==> config.mk <==
export PLATFORM = sky130hd
export DESIGN_NAME = id_ex_reg
export DESIGN_NICKNAME = d
export VERILOG_FILES = /design/src/rtl/id_ex_reg_pkg.sv /design/src/rtl/id_ex_reg_pipe_field.sv /design/src/rtl/id_ex_reg.sv
export SDC_FILE = /design/constraint.sdc
export NUM_CORES = 1
export LEC_CHECK = 0
export ABC_CLOCK_PERIOD_IN_PS = 3200
export CAP_MARGIN = 25
export CORE_UTILIZATION = 37
export DETAILED_ROUTE_END_ITERATION = 12
export PLACE_DENSITY = 0.77
export SKIP_CTS_REPAIR_TIMING = 1
export SLEW_MARGIN = 20
export SYNTH_ARGS = -nofsm -noshare
export SYNTH_HDL_FRONTEND = slang
export SYNTH_SLANG_ARGS = --single-unit
==> constraint.sdc <==
create_clock -name clk -period 3.2 [get_ports clk]
set_input_delay 0.8 -clock clk [delete_from_list [all_inputs] [get_ports clk]]
set_output_delay 0.8 -clock clk [all_outputs]
set_load 0.05 [all_outputs]
==> src/rtl/id_ex_reg_pkg.sv <==
// Shared pipeline definitions for the decode and execute stages:
// ALU/WB select encodings, the control word, and the bubble constant.
package id_ex_reg_pkg;

  typedef enum logic [1:0] {
    ALU_ADD    = 2'b00,
    ALU_SUB    = 2'b01,
    ALU_FUNCT  = 2'b10,
    ALU_BRANCH = 2'b11
  } alu_op_e;

  typedef enum logic [1:0] {
    WB_ALU = 2'b00,
    WB_MEM = 2'b01,
    WB_PC4 = 2'b10,
    WB_IMM = 2'b11
  } wb_sel_e;

  typedef struct packed {
    logic    valid;
    logic    reg_write;
    logic    mem_read;
    logic    mem_write;
    logic    alu_src;
    logic    branch;
    alu_op_e alu_op;
    wb_sel_e wb_sel;
  } ctrl_t;

  localparam int unsigned CTRL_W = $bits(ctrl_t);

  // A bubble is an all-zero control word: no writes, no memory access.
  localparam ctrl_t CTRL_BUBBLE = '0;

  localparam logic [15:0] BUBBLE_CNT_MAX = 16'hFFFF;

endpackage

==> src/rtl/id_ex_reg_pipe_field.sv <==
// Generic pipeline field register: synchronous reset > clear > enable.
module pipe_field #(
  parameter int unsigned WIDTH = 32
) (
  input  logic             clk,
  input  logic             rst,
  input  logic             clr,
  input  logic             en,
  input  logic [WIDTH-1:0] d,
  output logic [WIDTH-1:0] q
);

  logic [WIDTH-1:0] r_q;

  // Field storage; reset and clear both produce zero, enable loads d.
  always_ff @(posedge clk) begin
    if (rst) begin
      r_q <= '0;
    end else if (clr) begin
      r_q <= '0;
    end else if (en) begin
      r_q <= d;
    end
  end

  assign q = r_q;

endmodule

==> src/rtl/id_ex_reg.sv <==
// ID/EX pipeline register with stall, flush-to-bubble and a saturating
// bubble counter. All ex_* outputs come straight from registers.
module id_ex_reg
  import id_ex_reg_pkg::*;
#(
  parameter int unsigned WIDTH      = 32,
  parameter int unsigned REG_ADDR_W = 5
) (
  input  logic                  clk,
  input  logic                  reset,
  input  logic                  stall,
  input  logic                  flush,
  input  logic                  id_valid,
  input  logic [WIDTH-1:0]      id_pc,
  input  logic [WIDTH-1:0]      id_rs1_data,
  input  logic [WIDTH-1:0]      id_rs2_data,
  input  logic [WIDTH-1:0]      id_imm,
  input  logic [REG_ADDR_W-1:0] id_rs1,
  input  logic [REG_ADDR_W-1:0] id_rs2,
  input  logic [REG_ADDR_W-1:0] id_rd,
  input  logic                  id_reg_write,
  input  logic                  id_mem_read,
  input  logic                  id_mem_write,
  input  logic                  id_alu_src,
  input  logic                  id_branch,
  input  logic [1:0]            id_alu_op,
  input  logic [1:0]            id_wb_sel,
  output logic                  ex_valid,
  output logic [WIDTH-1:0]      ex_pc,
  output logic [WIDTH-1:0]      ex_rs1_data,
  output logic [WIDTH-1:0]      ex_rs2_data,
  output logic [WIDTH-1:0]      ex_imm,
  output logic [REG_ADDR_W-1:0] ex_rs1,
  output logic [REG_ADDR_W-1:0] ex_rs2,
  output logic [REG_ADDR_W-1:0] ex_rd,
  output logic                  ex_reg_write,
  output logic                  ex_mem_read,
  output logic                  ex_mem_write,
  output logic                  ex_alu_src,
  output logic                  ex_branch,
  output logic [1:0]            ex_alu_op,
  output logic [1:0]            ex_wb_sel,
  output logic [15:0]           bubble_cnt
);

  localparam int unsigned DATA_W = 4 * WIDTH + 2 * REG_ADDR_W;

  logic                  w_load_en;
  logic                  w_bubble;
  logic [DATA_W-1:0]     w_data_d;
  logic [DATA_W-1:0]     w_data_q;
  ctrl_t                 w_ctrl_d;
  logic [CTRL_W-1:0]     w_ctrl_q;
  ctrl_t                 w_ctrl_ex;
  logic [REG_ADDR_W-1:0] w_rd_d;
  logic [15:0]           r_bubble_cnt;

  assign w_load_en = ~stall;
  // A bubble is inserted by a flush (wins over stall) or by loading an invalid slot.
  assign w_bubble  = flush | (~stall & ~id_valid);

  assign w_data_d = {id_pc, id_rs1_data, id_rs2_data, id_imm, id_rs1, id_rs2};

  // Invalid slots load the bubble control word; data fields are still captured.
  always_comb begin
    w_ctrl_d = CTRL_BUBBLE;
    if (id_valid) begin
      w_ctrl_d.valid     = 1'b1;
      w_ctrl_d.reg_write = id_reg_write;
      w_ctrl_d.mem_read  = id_mem_read;
      w_ctrl_d.mem_write = id_mem_write;
      w_ctrl_d.alu_src   = id_alu_src;
      w_ctrl_d.branch    = id_branch;
      w_ctrl_d.alu_op    = alu_op_e'(id_alu_op);
      w_ctrl_d.wb_sel    = wb_sel_e'(id_wb_sel);
    end
  end

  // rd is masked on the way in, so the stored rd is zero exactly when the
  // stored reg_write is zero and the output stays a pure register.
  assign w_rd_d = (id_valid && id_reg_write) ? id_rd : '0;

  pipe_field #(.WIDTH(DATA_W)) u_data (
    .clk (clk),
    .rst (reset),
    .clr (flush),
    .en  (w_load_en),
    .d   (w_data_d),
    .q   (w_data_q)
  );

  pipe_field #(.WIDTH(CTRL_W)) u_ctrl (
    .clk (clk),
    .rst (reset),
    .clr (flush),
    .en  (w_load_en),
    .d   (w_ctrl_d),
    .q   (w_ctrl_q)
  );

  pipe_field #(.WIDTH(REG_ADDR_W)) u_rd (
    .clk (clk),
    .rst (reset),
    .clr (flush),
    .en  (w_load_en),
    .d   (w_rd_d),
    .q   (ex_rd)
  );

  assign {ex_pc, ex_rs1_data, ex_rs2_data, ex_imm, ex_rs1, ex_rs2} = w_data_q;

  assign w_ctrl_ex    = ctrl_t'(w_ctrl_q);
  assign ex_valid     = w_ctrl_ex.valid;
  assign ex_reg_write = w_ctrl_ex.reg_write;
  assign ex_mem_read  = w_ctrl_ex.mem_read;
  assign ex_mem_write = w_ctrl_ex.mem_write;
  assign ex_alu_src   = w_ctrl_ex.alu_src;
  assign ex_branch    = w_ctrl_ex.branch;
  assign ex_alu_op    = w_ctrl_ex.alu_op;
  assign ex_wb_sel    = w_ctrl_ex.wb_sel;

  // Saturating count of inserted bubbles.
  always_ff @(posedge clk) begin
    if (reset) begin
      r_bubble_cnt <= '0;
    end else if (w_bubble && (r_bubble_cnt != BUBBLE_CNT_MAX)) begin
      r_bubble_cnt <= r_bubble_cnt + 16'd1;
    end
  end

  assign bubble_cnt = r_bubble_cnt;

endmodule
==> run summary <==
RSZ-0062 raised after global routing = no
aggregate routed wire length = 17,160 µm
share of post-route cells with drive strength above 1 = 4.875%
HPWL after DPL = 12,210 µm
Antenna diodes = 0
area share of the leading cell type in the synthesized netlist = 55.00%
R2R depth = 5
Worst Tran Pin Value = 1.001 ns
Top FF cell, synth = sky130_fd_sc_hd__dfxtp_1
Fillers = 1,333
part of the Yosys area used for sequential elements = 55.00%
CP top delay family = buffers and inverters
Stages on worst setup path = 1
via count of the first global-routing pass = 4,917
area of the mapped netlist = 6151 µm²
Post-Synthesis Net Count = 757
number of antenna violations at the first check in global routing = 0
final-layout setup total negative slack = 0 ns
maximum number of pins on one net before global-route repair = 92
first-pass GRT wire length = 25,160 µm
area growth from synthesis to final layout = 65.68%
number of buffers inserted during clock tree synthesis = 17
CP max stage delay = 0.86 ns
post-synth top area cell = sky130_fd_sc_hd__dfxtp_1
power per standard cell area = 489.1 nW/µm²
achievable frequency = 391.8 MHz
NetSw = 0.001283 W
clock share of power = 39.9%
start point of the critical path = bubble_cnt[2]
Final #Nets = 1,068
data arrival time of the critical path = 1.75 ns
CTS tree = done
Yosys cell types = 33
Async SR Flop Fraction = 0%
critical setup path kind = reg -> out
number of top-level pins = 326
die span in x = 130.9 µm
Wirelength per Cell = 15.07 µm
crit path buf inv count = 1
Crit Reg-Reg Startpoint = bubble_cnt[0]
data required time of the worst path = 2.40 ns
switching share of power = 25.75%
clock network latency to the later pin of the worst-skew pair = 0.41 ns
number of clock sinks = 169
detailed-route via count = 5,339
remaining antenna violation count after routing = 0
worst max-slew margin expressed relative to the limit = 33.30%
Clock Pin Slew Worst Setup and Hold Paths = 0.06 ns
combinational power share = 15.9%
core footprint = 16,060 µm²
highest ir drop seen on vdd = 0.0003286 V
status = completed
final period demand of the worst path = 2.552 ns
count of flip-flops with a built-in enable after synthesis = 0
Die Y = 130.9 µm
Final setup violation count = 0
GPL Wtd Cong = 0.8210
Leak = 4.054 nW
CP endpoint kind = output pin
total power draw = 0.004984 W
PortBufs = 325
crit path max-delay cell type = sky130_fd_sc_hd__clkdlybuf4s50_1
number of max-cap violations = 0
length of the first detailed-routing pass in iterations = 6
number of H-tree branching levels = 4
post-route clock skew = 0.005358 ns
highest fanout seen on the critical path = 8
starting DRC count in detailed routing = 247
internal cell power = 0.003701 W
final critical-path share of the clock period = 79.76%
maximum buffer depth of the clock tree = 2
starting utilization of the core area = 38.30%
cells along the critical path = clkdlybuf4s50_1
number of hold-slack violations in the final timing report = 0
startpoint kind of the worst setup timing path = register
Hold Path Depth = 2
#FFs+latches synth = 169
Gate Count Post-Synth = 599
total grt overflow = 0
yosys warns = 0
detailed-route DRC error count = 0
vias per inst = 4.687
final-report max-slew violation count = 0
Global Route Usage Sum = 19.25%
clk root buf = sky130_fd_sc_hd__clkbuf_16
leading cell types by total area after synthesis = sky130_fd_sc_hd__dfxtp_1, sky130_fd_sc_hd__mux2i_1, sky130_fd_sc_hd__nor2_1
row count = 46
Hold Path Class = reg -> reg
Hold Startpoint = u_rd.q[1]
part of the power in registers = 44.2%
syn_area_per_cell = 10.27 µm²
area of the die = 17,140 µm²
[registers in the layout, summed over array words and instances (netlist names)]
| signal | flops |
|---|---|
| u_data.q | 138 |
| bubble_cnt | 16 |
| u_ctrl.q | 10 |
| u_rd.q | 5 |
[final timing paths]
check	slack, ns	to
min reg2reg	0.49	u_rd.q[1]
min	0.49	u_rd.q[1]
max	0.65	bubble_cnt[2]
max reg2reg	1.15	bubble_cnt[9]
[synthesized netlist by cell type (4+ instances only)]
cell type	n
sky130_fd_sc_hd__o31ai_1	6
sky130_fd_sc_hd__nand3_1	4
sky130_fd_sc_hd__a22oi_1	8
sky130_fd_sc_hd__or3_1	4
sky130_fd_sc_hd__mux2i_1	141
sky130_fd_sc_hd__nor3b_1	5
sky130_fd_sc_hd__nand4_1	5
sky130_fd_sc_hd__clkbuf_1	23
sky130_fd_sc_hd__or4_1	5
sky130_fd_sc_hd__a21oi_1	16
sky130_fd_sc_hd__dfxtp_1	169
sky130_fd_sc_hd__nand2_1	5
sky130_fd_sc_hd__nor2_1	162
sky130_fd_sc_hd__o21ai_0	4
sky130_fd_sc_hd__buf_1	14
[power groups by stage]
stage          Clock (W)  Sequential (W)  Combinational [W]
6_report         0.00199         0.00220           0.000793
5_1_grt          0.00214         0.00221           0.000839
3_3_place_gp           0         0.00225           0.000793
4_1_cts          0.00205         0.00220           0.000799
3_5_place_dp           0         0.00225           0.000796
2_1_floorplan          0         0.00247           0.000212
[through the flow]
stage          hold slack, ns  setup slack (ns)  area, µm²  utilization, %  std cells
2_1_floorplan          0.7270            0.8820       6151               -        599
3_3_place_gp           0.4697            0.4931       9612           59.86       1107
3_5_place_dp           0.4796            0.4673       9612           59.86       1107
4_1_cts                0.4953            0.6224      10190           63.46       1139
5_1_grt                0.5219            0.5696      10190           63.46       1139
6_report               0.4874            0.6478      10190           63.46       1139
[tightest hold or removal path: cells and delay by family, from the launching register on]
family | cells | cell delay (ns)
compound gates | 1 | 0.06
flops | 1 | 0.32
simple gates | 1 | 0.07
[placed cells by master (no fill, tap or decap), types with 4 or more instances in the layout]
cell type | Yosys | routed
sky130_fd_sc_hd__a21oi_1 | 16 | 16
sky130_fd_sc_hd__a22oi_1 | 8 | 8
sky130_fd_sc_hd__clkbuf_16 | 0 | 17
sky130_fd_sc_hd__clkbuf_8 | 0 | 5
sky130_fd_sc_hd__clkdlybuf4s50_1 | 0 | 324
sky130_fd_sc_hd__clkinvlp_4 | 0 | 4
sky130_fd_sc_hd__dfxtp_1 | 169 | 169
sky130_fd_sc_hd__mux2i_1 | 141 | 141
sky130_fd_sc_hd__nand2_1 | 5 | 5
sky130_fd_sc_hd__nand3_1 | 4 | 4
sky130_fd_sc_hd__nand4_1 | 5 | 5
sky130_fd_sc_hd__nor2_1 | 162 | 162
sky130_fd_sc_hd__nor3b_1 | 5 | 5
sky130_fd_sc_hd__o21ai_0 | 4 | 4
sky130_fd_sc_hd__o31ai_1 | 6 | 6
sky130_fd_sc_hd__or3_1 | 4 | 4
sky130_fd_sc_hd__or4_1 | 5 | 5
[kinds of logic after synthesis]
family                     count (synthesis)  share of synthesized area, %
and+or+nand+nor                          206                         14.75
AOI/OAI and AO/OA                         37                         3.885
xor gates and xnor gates                   1                        0.1424
DFF                                      169                         55.00
buffers and inverters                     41                         2.522
muxes                                    144                         23.49
adders and majority gates                  1                        0.2034
[final cells by class]
cell class                      instances  area, µm²  area share (%)
Multi-Input combinational cell        389       2615           25.66
Sequential cell                       169       3383           33.20
Clock inverter                          9      91.34          0.8963
Clock buffer                           23      488.0           4.788
Inverter                                3      11.26          0.1105
Timing Repair Buffer                  330       3332           32.70
Tap cell                              216      270.3           2.652
[metal layers]
layer  vias up  GRT usage, %  part of all wire, %
li1       2664             -                    -
met1      2418         20.92                   39
met2       234         32.40                   48
met3        23         8.836                   11
met4         0         7.978                  1.8
met5         -             0                    0
Power figures use the tool's default switching activity.
